===== config.mk =====
export PLATFORM = sky130hd
export DESIGN_NAME = mem_bus_arbiter
export DESIGN_NICKNAME = d
export VERILOG_FILES = /design/src/rtl/mem_bus_arbiter.sv
export SDC_FILE = /design/constraint.sdc
export NUM_CORES = 1
export LEC_CHECK = 0
export BUFFER_PORTS_ARGS = -buffer_cell sky130_fd_sc_hd__buf_4
export CAP_MARGIN = 20
export CORE_AREA = 5 5 129 131
export CTS_BUF_LIST = sky130_fd_sc_hd__clkbuf_16
export CTS_CLUSTER_DIAMETER = 80
export DETAILED_ROUTE_END_ITERATION = 10
export DIE_AREA = 0 0 134 136
export HOLD_SLACK_MARGIN = 0.02
export PLACE_DENSITY_LB_ADDON = 0.25
export SLEW_MARGIN = 10
export SYNTH_ARGS = -nofsm -noshare
export SYNTH_HDL_FRONTEND = slang
export SYNTH_SLANG_ARGS = --single-unit

===== constraint.sdc =====
create_clock -name clk -period 2.5 [get_ports clk]
set_input_delay 0.25 -clock clk [delete_from_list [all_inputs] [get_ports clk]]
set_output_delay 0.25 -clock clk [all_outputs]
set_load 0.1 [all_outputs]

===== src/rtl/mem_bus_arbiter.sv =====
`default_nettype none
// ============================================================================
// Module      : mem_bus_arbiter
// Description : Three-master / single-slave memory port arbiter. m0 has fixed
//               top priority, m1 and m2 share round-robin. One transaction is
//               in flight at a time; a per-phase timeout answers a hung slave
//               with an error response.
// Revision    : 1.0 - initial release
// ============================================================================
module mem_bus_arbiter #(
    parameter int              AW       = 32,
    parameter int              DW       = 32,
    parameter int              TO_W     = 8,
    parameter int              TIMEOUT  = 255,
    parameter logic [DW-1:0]   ERR_DATA = 32'hDEADBEEF
) (
    input  logic               clk,
    input  logic               rst,
    input  logic [2:0]         m_req,
    input  logic [2:0]         m_we,
    input  logic [3*AW-1:0]    m_addr,
    input  logic [3*DW-1:0]    m_wdata,
    output logic [2:0]         m_gnt,
    output logic [2:0]         m_rvalid,
    output logic [2:0]         m_err,
    output logic [DW-1:0]      m_rdata,
    output logic               s_req,
    output logic               s_we,
    output logic [AW-1:0]      s_addr,
    output logic [DW-1:0]      s_wdata,
    input  logic               s_ready,
    input  logic               s_rvalid,
    input  logic [DW-1:0]      s_rdata,
    output logic [1:0]         owner,
    output logic               busy
);

    localparam logic [1:0]      c_IDLE    = 2'd0;
    localparam logic [1:0]      c_REQ     = 2'd1;
    localparam logic [1:0]      c_RESP    = 2'd2;
    localparam logic [1:0]      c_NOBODY  = 2'd3;
    localparam logic [TO_W-1:0] c_TO_LAST = TO_W'(TIMEOUT - 1);

    logic [1:0]      r_state;
    logic [1:0]      r_owner;
    logic            r_rr_last_m2;   // 1: m2 was the last of m1/m2 granted
    logic [TO_W-1:0] r_cnt;

    logic [1:0]      w_winner;
    logic [2:0]      w_owner_oh;
    logic            w_sel_we;
    logic [AW-1:0]   w_sel_addr;
    logic [DW-1:0]   w_sel_wdata;
    logic            w_cnt_last;
    logic            w_req_done;
    logic            w_req_to;
    logic            w_resp_done;
    logic            w_resp_to;
    logic            w_gnt;
    logic            w_rv;
    logic            w_err;

    // Pick the next owner: m0 fixed priority, m1/m2 alternate on contention
    always_comb begin
        w_winner = c_NOBODY;
        if (m_req[0]) begin
            w_winner = 2'd0;
        end else if (m_req[1] && m_req[2]) begin
            w_winner = r_rr_last_m2 ? 2'd1 : 2'd2;
        end else if (m_req[1]) begin
            w_winner = 2'd1;
        end else if (m_req[2]) begin
            w_winner = 2'd2;
        end
    end

    // Route the owning master's request fields toward the slave
    always_comb begin
        w_sel_we    = 1'b0;
        w_sel_addr  = '0;
        w_sel_wdata = '0;
        case (r_owner)
            2'd0: begin
                w_sel_we    = m_we[0];
                w_sel_addr  = m_addr[0*AW +: AW];
                w_sel_wdata = m_wdata[0*DW +: DW];
            end
            2'd1: begin
                w_sel_we    = m_we[1];
                w_sel_addr  = m_addr[1*AW +: AW];
                w_sel_wdata = m_wdata[1*DW +: DW];
            end
            2'd2: begin
                w_sel_we    = m_we[2];
                w_sel_addr  = m_addr[2*AW +: AW];
                w_sel_wdata = m_wdata[2*DW +: DW];
            end
            default: ;
        endcase
    end

    // Completion beats timeout when both land in the same cycle
    assign w_cnt_last  = (r_cnt == c_TO_LAST);
    assign w_req_done  = (r_state == c_REQ)  &&  s_ready;
    assign w_req_to    = (r_state == c_REQ)  && !s_ready  && w_cnt_last;
    assign w_resp_done = (r_state == c_RESP) &&  s_rvalid;
    assign w_resp_to   = (r_state == c_RESP) && !s_rvalid && w_cnt_last;

    // Transaction sequencer: arbitration, request phase, response phase
    always_ff @(posedge clk or posedge rst) begin
        if (rst) begin
            r_state      <= c_IDLE;
            r_owner      <= c_NOBODY;
            r_rr_last_m2 <= 1'b1;
            r_cnt        <= '0;
        end else begin
            case (r_state)
                c_IDLE: begin
                    if (|m_req) begin
                        r_owner <= w_winner;
                        r_state <= c_REQ;
                        r_cnt   <= '0;
                        if (w_winner != 2'd0) begin
                            r_rr_last_m2 <= (w_winner == 2'd2);
                        end
                    end
                end
                c_REQ: begin
                    if (w_req_done && !w_sel_we) begin
                        r_state <= c_RESP;
                        r_cnt   <= '0;
                    end else if (w_req_done || w_req_to) begin
                        r_state <= c_IDLE;
                        r_owner <= c_NOBODY;
                        r_cnt   <= '0;
                    end else begin
                        r_cnt <= r_cnt + 1'b1;
                    end
                end
                c_RESP: begin
                    if (w_resp_done || w_resp_to) begin
                        r_state <= c_IDLE;
                        r_owner <= c_NOBODY;
                        r_cnt   <= '0;
                    end else begin
                        r_cnt <= r_cnt + 1'b1;
                    end
                end
                default: begin
                    r_state <= c_IDLE;
                    r_owner <= c_NOBODY;
                    r_cnt   <= '0;
                end
            endcase
        end
    end

    // Per-master pulses decode straight off state, owner and slave inputs
    assign w_owner_oh = 3'b001 << r_owner;
    assign w_gnt      = w_req_done | w_req_to;
    assign w_rv       = w_resp_done | w_resp_to | (w_req_to & ~w_sel_we);
    assign w_err      = w_req_to | w_resp_to;

    assign m_gnt    = w_owner_oh & {3{w_gnt}};
    assign m_rvalid = w_owner_oh & {3{w_rv}};
    assign m_err    = w_owner_oh & {3{w_err}};
    assign m_rdata  = w_resp_done ? s_rdata  :
                      w_rv        ? ERR_DATA : '0;

    assign s_req   = (r_state == c_REQ);
    assign s_we    = s_req & w_sel_we;
    assign s_addr  = s_req ? w_sel_addr  : '0;
    assign s_wdata = s_req ? w_sel_wdata : '0;

    assign owner = r_owner;
    assign busy  = (r_state != c_IDLE);

endmodule
`default_nettype wire


[Word-level counts from Yosys, hierarchy flattened]
Cells that the tools add are included.
Cells by class
  bitwise operators: 10
  add/subtract/negate cells: 1
  eq/ne operators: 11
  shift-type cells: 1
  mux-type cells: 27
  reductions and logical operators: 21
Operators by type and width (number)
  $pmux W32 S3: 2
  $mux W32: 4
  $mux W8: 4
  $mux W2: 12
  $pmux W8 S3: 1
  $pmux W2 S3: 2
  $and A3 B3 Y3: 3
  $add A8 B1 Y8 const B: 1
  $eq A8 B8 Y1 const B: 1
  $logic_and A1 B1 Y1: 8
  $eq A2 B2 Y1 const B: 3
  $reduce_and A3 Y1: 2
  $eq A2 B1 Y1 const B: 2
  $logic_not A2 Y1: 2
  $ne A2 B1 Y1 const B: 2
  $ne A2 B2 Y1 const B: 2
  $or A1 B1 Y1: 4
  $reduce_and A4 Y1: 1
  $reduce_bool A2 Y1: 2
  $logic_not A1 Y1: 3
  $ne A3 B1 Y1 const B: 1
  $pmux W1 S3: 1
  $reduce_or A3 Y1: 1
  $shl A1 B2 Y3 const A: 1
  other kinds (4): 6
Word-level totals
  flip-flop bits (word level): 13
  logic and storage cells: 75
  output and inout bits: 110

[Longest topological paths before layout]
Gate-level depths: netlist of run 1.
  word-level depth: 7
  depth in mapped cells: 7

[Worst setup path before layout of run 1]
No wires, ideal clock.
  path type: register -> output
  start: register r_state[1]
  end: output port m_err[0]
  cell stages (with the launch flop): 7
  slack: -1.715 ns
  required time: 2.250 ns
  data arrival time: 3.965 ns
  path through: dfrtp_1 inv_1 ha_1 inv_1 o2bb2ai_2 nand2_1 nor3_1
Between the ends
  word-level cells in the longest chain between the ends: 5
  elaborated cells on any way between the ends: 8
  those cells by class: eq/ne: 2; bitwise: 2; reduce/logical: 4
RTL lines
  start, declared: RTL line 44  | logic [1:0] r_state;
  start signal, assigned: RTL line 112  | r_state <= c_IDLE;
  start signal, assigned: RTL line 121  | r_state <= c_REQ;
  start signal, assigned: RTL line 130  | r_state <= c_RESP;
  $eq A2 B1 Y1
  named net s_req: RTL line 27  | output logic s_req,
  $logic_and A1 B1 Y1 (2 in a row): RTL line 105  | assign w_req_to = (r_state == c_REQ) && !s_ready && w_cnt_last;
  $or A1 B1 Y1: RTL line 162  | assign w_err = w_req_to | w_resp_to;
  $and A3 B3 Y3: RTL line 166  | assign m_err = w_owner_oh & {3{w_err}};
  end, declared: RTL line 25  | output logic [2:0] m_err,
The timed path passes the listed nets, and every way through them passes these cells.

[Worst setup path in the final report of run 1]
  start: register r_cnt[0]
  end: output port m_rvalid[2]
Between the ends
  word-level cells in the longest chain between the ends: 5
  elaborated cells on any way between the ends: 7
  those cells by class: eq/ne: 1; bitwise: 4; reduce/logical: 2
RTL lines
  start, declared: RTL line 47  | logic [TO_W-1:0] r_cnt;
  start signal, assigned: RTL line 137  | r_cnt <= r_cnt + 1'b1;
  start signal, assigned: RTL line 146  | r_cnt <= r_cnt + 1'b1;
  $eq A8 B8 Y1 (*): RTL line 103  | assign w_cnt_last = (r_cnt == c_TO_LAST);
  $logic_and A1 B1 Y1, on equally long branches: RTL line 107, 105
  $or A1 B1 Y1 or $and A1 B1 Y1 (tied branches): RTL line 161  | assign w_rv = w_resp_done | w_resp_to | (w_req_to & ~w_sel_we);
  $or A1 B1 Y1 (*): RTL line 161
  $and A3 B3 Y3 (*): RTL line 165  | assign m_rvalid = w_owner_oh & {3{w_rv}};
  end, declared: RTL line 24  | output logic [2:0] m_rvalid,
Every way passes the cells marked *; elsewhere a longest branch is shown, timed or not.

==> flow_metrics.tcl, run 1 <==
set metrics [dict create \
    status "completed" \
    postSynthRegisterBits 13 \
    cts_tree "yes" \
    layout.nets 1026 \
    maxCapViolCount 0 \
    synth_seq_area_share_pct 11.7 \
    ys_warn_count 0 \
    synth_compound_area_share_pct 20.4 \
    synthMuxAreaShare_pct 24.3 \
    grt_usage_pct 15.5 \
    fin_skew_ns 0.00188 \
    n_fill_cell 1654 \
    cts_hold_buf 0 \
    grt_overflow 0 \
    crit_fanout 7 \
    clock-sinks 13 \
    clk_pin_slew_ns 0.05 \
    gp_congestion 0.784 \
    clk_latency_ns 0.24 \
    finalSetupTns_ns 0 \
    htreeDepth 1 \
    syn_to_final_growth_pct 113 \
    dieArea_sq_um 18200 \
    synth-xor-area-share_pct 0 \
    cts_buffers 3 \
    dp.cells 969 \
    routedWlPerCell_um 16.6 \
    hold_violations 0 \
    root_buffer "clkbuf_16" \
    die_x_um 134 \
    worst_pin_slew_ns 0.675 \
    portBuffers 343 \
    insertedDiodeCount 0 \
    dpl_worst_slack_ns 0.262 \
    drive_gt1_share_pct 51.7 \
    setup_viol_count_final 0 \
    drt-pass1-iter-count 4 \
    drc 0 \
    grt_pass1_wl_um 23100 \
    synth_adder_area_share_pct 2.22 \
    ir_drop_mv 0.819 \
    die_y_um 136 \
    ant_nets 0 \
    initial_utilization_pct 18.2 \
    ys_types 44 \
    syn-mean-instance-area_sq_um 6.13 \
    arrival_ns 2.15 \
    coreArea_sq_um 15500 \
    regArea_sq_um 333 \
    grt_pass1_vias 4292 \
    syn_nets 698 \
    synth_top_family_by_area "simple AND/OR/NAND/NOR gates" \
    antenna_found_initial 0 \
    async_flop_share_pct 100 \
    dpl.hpwl_um 13000 \
    viasPerCell 4.50 \
    fmax_mhz 417 \
    grt_max_degree 66 \
    totalWireLength_um 16200 \
    drt_iter0_drc 124 \
    rsz0062_at_grt "yes" \
    vias 4401 \
    clock_path_buffers 2 \
    synth_edf_count 0 \
    rows 46 \
    hold_class "in -> async" \
    final_cells 978 \
    drv_slew 0 \
    syn_inst 459 \
    fin_crit_sh_pct 95.8 \
    synthFlopType "dfrtp_1" \
    multiInputGateArea_sq_um 2480 \
    power.total_w 0.00828 \
    synth-simple-area-share_pct 34.1 \
    required_ns 2.25 \
    finalWorstSetupSlack_ns 0.105 \
    synth_area_sq_um 2810 \
    p_leak_nw 3.22 \
    path_class "reg -> out" \
    max_slew_margin_pct 54.5 \
    cp-start-kind "flop" \
    period_minus_slack_ns 2.40 \
    pin_count 344 \
    powerDensity_nw_per_um2 1380 \
    critPathCaptureType "output pin" \
]
-- layout by cell type, fill, tap and decap left out, types with 3 or more instances in the layout --
cell	count
ha_1	3
nand2_1	10
nor2_2	15
o21ai_0	6
a21oi_1	69
inv_1	11
dfrtp_1	10
nor3_4	3
clkbuf_16	3
nand4_1	4
nand3_1	4
buf_4	330
nor2_1	162
buf_12	4
nor2_4	8
buf_6	23
and3_1	9
mux2i_1	65
nand2b_1	3
-- sequential cells by signal, summed over array words and instances (netlist names) --
register / count
r_cnt: 8
r_rr_last_m2: 1
r_state: 2
owner: 2
-- worst paths after layout --
kind	startpoint	to	slack (ns)	cells past startpoint
setup / recovery	r_cnt[0]	m_rvalid[2]	0.10	8
hold / removal	rst	r_state[0]	0.04	2
setup reg to reg	r_state[1]	owner[1]	0.49	7
hold reg to reg	r_rr_last_m2	r_rr_last_m2	0.53	2
max in group asynchronous	rst	owner[1]	2.10	2
min in group clk	m_req[1]	r_rr_last_m2	0.21	2
-- per-stage QoR --
| step | util, % | cell area [sq um] | hold WS (ns) |
|---|---|---|---|
| global placement | 37.0 | 5720 | 0.329 |
| CTS | 38.0 | 5880 | 0.0664 |
| global route | 38.7 | 5990 | 0.110 |
| detailed placement | 37.0 | 5720 | 0.330 |
| floorplan | - | 2950 | 0.125 |
| finish | 38.7 | 5990 | 0.0396 |
-- worst max-delay path, stage by stage (launching register included) --
cell and delay, ns:
dfrtp_1 0.42, inv_1 0.07, ha_1 0.13, nand4_1 0.08, buf_4 0.17, nor3_4 0.33, a22oi_2 0.24, nor2_1 0.15
buf_4 0.30
-- layer usage --
metal / wire length (um) / GRT usage (%)
met1: 6270 / 18.4
met2: 8350 / 28.2
met3: 1490 / 4.63
met4: 127 / 2.06
met5: 0 / 0
-- power by group --
part | switching, W | total [W] | internal, W
Sequential | 0.0000604 | 0.000344 | 0.000284
Clock | 0.0000926 | 0.000304 | 0.000211
Combinational | 0.00573 | 0.00763 | 0.00190
-- final cells by class --
type | instances | area share, %
clock buffer | 3 | 1.25
clock inverter | 1 | 0.0627
multi-input combinational | 401 | 41.4
sequential | 13 | 5.56
inverter | 11 | 0.689
timing repair buffer | 357 | 47.0
tap | 192 | 4.01
-- synthesized netlist by cell type (5+ instances only) --
cell / number / area share, %
nor3_1: 5 / 0.89
clkbuf_1: 15 / 2.0
inv_1: 11 / 1.5
and3_1: 9 / 2.0
nand2_1: 10 / 1.3
buf_2: 15 / 2.7
dfrtp_1: 10 / 8.9
ha_1: 5 / 2.2
a21oi_1: 69 / 12
o21ai_0: 7 / 1.2
nor2_1: 185 / 25
mux2i_1: 66 / 23
-- timing repair --
action / CTS / global route
buffers inserted: 0 / 3
gates resized for setup: 22 / 13
pin swaps: 0 / 3
cloned: 0 / 2
endpoints found under the setup margin: 22 / 32
-- kinds of logic (layout without fill, tap and decap cells) --
| kind of cell | after synthesis | count (layout) |
|---|---|---|
| buffers and inverters | 47 | 372 |
| adder cells (fa/ha/maj) | 5 | 5 |
| AO/OA/AOI/OAI | 96 | 98 |
| AND/OR/NAND/NOR | 230 | 230 |
| flip-flops | 13 | 13 |
| multiplexers | 68 | 68 |
(Power assumes the default switching activity.)
==> inputs of run 2 (changes only) <==
CAP_MARGIN = 40   (was 20)
CORE_AREA = 5 5 130 132   (was 5 5 129 131)
DIE_AREA = 0 0 135 137   (was 0 0 134 136)
==> run 2 against run 1 <==
Net effect:
- clock power decreased by 1%
- non-clock buffer count increased by 5
- via count up 1.1%
- worst hold slack improved by 0.016 ns
- count of clock-buffer cells in the layout unchanged
- sequential share of layout area shrank 0.17 points
- design area rose by 3.6%
- routed wire length up 3.6%
- flip-flop and latch count stayed put
- largest cell class unchanged
- highest routed layer unchanged
==> flow_metrics.tcl, run 2 (synthesis results as in run 1) <==
set metrics [dict create \
    status "completed" \
    largest_register_ff_count 8 \
    htreeDepth 1 \
    clk_pin_slew_ns 0.05 \
    hold_class "in -> async" \
    whs_ns 0.0552 \
    grt_overflow 0 \
    cts_buffers 3 \
    worst_r2r_path_depth 7 \
    worst_pin_slew_ns 0.552 \
    path_class "reg -> out" \
    required_ns 2.25 \
    mostFrequentLayoutCell "buf_4" \
    dpl_worst_slack_ns 0.234 \
    setup_viol_count_final 0 \
    final_cell_mix "332 x buf_4, 150 x nor2_1, 69 x a21oi_1, 65 x mux2i_1, 21 x nor2_2" \
    worst-path-buf-inv 6 \
    arrival_ns 2.22 \
    layout.nets 1032 \
    fmax_mhz 405 \
    cp_common_cell "buf_4" \
    grt_pass1_wl_um 23200 \
    vias 4450 \
    antenna_found_initial 0 \
    dpl.hpwl_um 12900 \
    drc 0 \
    r2r-start "r_state[1]" \
    drive_gt1_share_pct 53.8 \
    gp_congestion 0.758 \
    clk_latency_ns 0.24 \
    clock_path_buffers 2 \
    die_y_um 137 \
    pin_count 344 \
    rows 46 \
    fin_crit_sh_pct 98.7 \
    largest_register "r_cnt" \
    routedWlPerCell_um 16.7 \
    period_minus_slack_ns 2.47 \
    root_buffer "clkbuf_16" \
    coreArea_sq_um 15600 \
    finalSetupTns_ns 0 \
    drt-pass1-iter-count 6 \
    rrSetupSlack_ns 0.43 \
    max_slew_margin_pct 63.2 \
    insertedDiodeCount 0 \
    p_leak_nw 3.25 \
    drt_iter0_drc 100 \
    totalWireLength_um 16800 \
    portBuffers 343 \
    cp-start-kind "flop" \
    grt_pass1_vias 4370 \
    critical_path.max_stage_delay_ns 0.43 \
    viasPerCell 4.41 \
    grt_max_degree 50 \
    initial_utilization_pct 18.0 \
    critPathCaptureType "output pin" \
    grt_usage_pct 15.3 \
    path_depth 11 \
    clock-sinks 13 \
    drv_slew 0 \
    ir_drop_mv 0.677 \
    cpLargestDelayFamily "buffers and inverters" \
    power.total_w 0.00840 \
    crit_slowest_cell "dfrtp_2" \
    die_x_um 135 \
    fin_skew_ns 0.00173 \
    setup.worst_path.end "m_rdata[21]" \
    worstReg2RegEnd "owner[0]" \
    critPathLaunch "r_cnt[0]" \
    powerDensity_nw_per_um2 1350 \
    crit_fanout 7 \
    ant_nets 0 \
    hold_violations 0 \
    final_core_util_pct 39.8 \
    maxCapViolCount 0 \
    cts_hold_buf 0 \
    cts_tree "yes" \
    crit_chain "inv_1, ha_1, nand4_1, buf_4, nor3_4, buf_4, buf_4, a22oi_2, buf_6, nor2_2, buf_12" \
    syn_to_final_growth_pct 120 \
    dieArea_sq_um 18500 \
    finalWorstSetupSlack_ns 0.0327 \
]
run 2: changes by cell type in the layout (fill, tap and decap cells not counted), sizes merged:
| cell | change |
|---|---|
| buf | +5 |
| a22oi | +1 |
run 2: layer usage:
layer	track usage [%]	routed length [um]	part of all wire [%]	vias to the layer above
met5	0	0	0	-
met4	1.40	153	0.91	0
met3	3.75	1520	9.0	12
met2	29.2	8920	53	218
met1	17.9	6220	37	1982
li1	-	-	-	2238
run 2: where the power goes:
part           total (W)  internal [W]  leakage, nW  switching, W
registers       0.000359      0.000286        0.167     0.0000728
logic            0.00774       0.00196         3.04       0.00579
clock network   0.000300      0.000211       0.0423     0.0000888
total            0.00840       0.00245         3.25       0.00595
run 2: worst reg2reg max path, delay by kind of cell (launching register included):
kind / cells / cell delay (ns)
compound gates: 2 / 0.57
fa+ha+maj: 1 / 0.19
buf+inv: 3 / 0.55
flops: 1 / 0.38
mux: 1 / 0.30
run 2: cell type report:
type	instances	area, sq um
clock buffer	3	75.1
clock inverter	1	3.75
fill	1622	9400
inverter	11	41.3
multi-input combinational	402	2560
sequential	13	334
tap	216	270
timing repair buffer	362	2920
run 2: per-stage QoR:
step | std cells | area, sq um
after CTS | 997 | 5900
after floorplan | 459 | 2950
after global placement | 993 | 5740
final | 1008 | 6200
after detailed placement | 993 | 5740
after global routing | 1008 | 6200
run 2: worst min path at each step:
stage,cells after the start,endpoint
6_report,2,r_cnt[4]
4_1_cts,2,r_cnt[4]
3_3_place_gp,2,r_cnt[4]
3_5_place_dp,2,r_cnt[4]
5_1_grt,2,r_cnt[4]
2_1_floorplan,1,r_cnt[0]
run 2: what timing repair did:
item | in CTS | in global routing
setup buffers | 0 | 8
endpoints found under the setup margin | 23 | 97
pin swaps | 0 | 5
endpoints found under the hold margin | 0 | 0
cloned | 0 | 3
gates resized for setup | 22 | 54
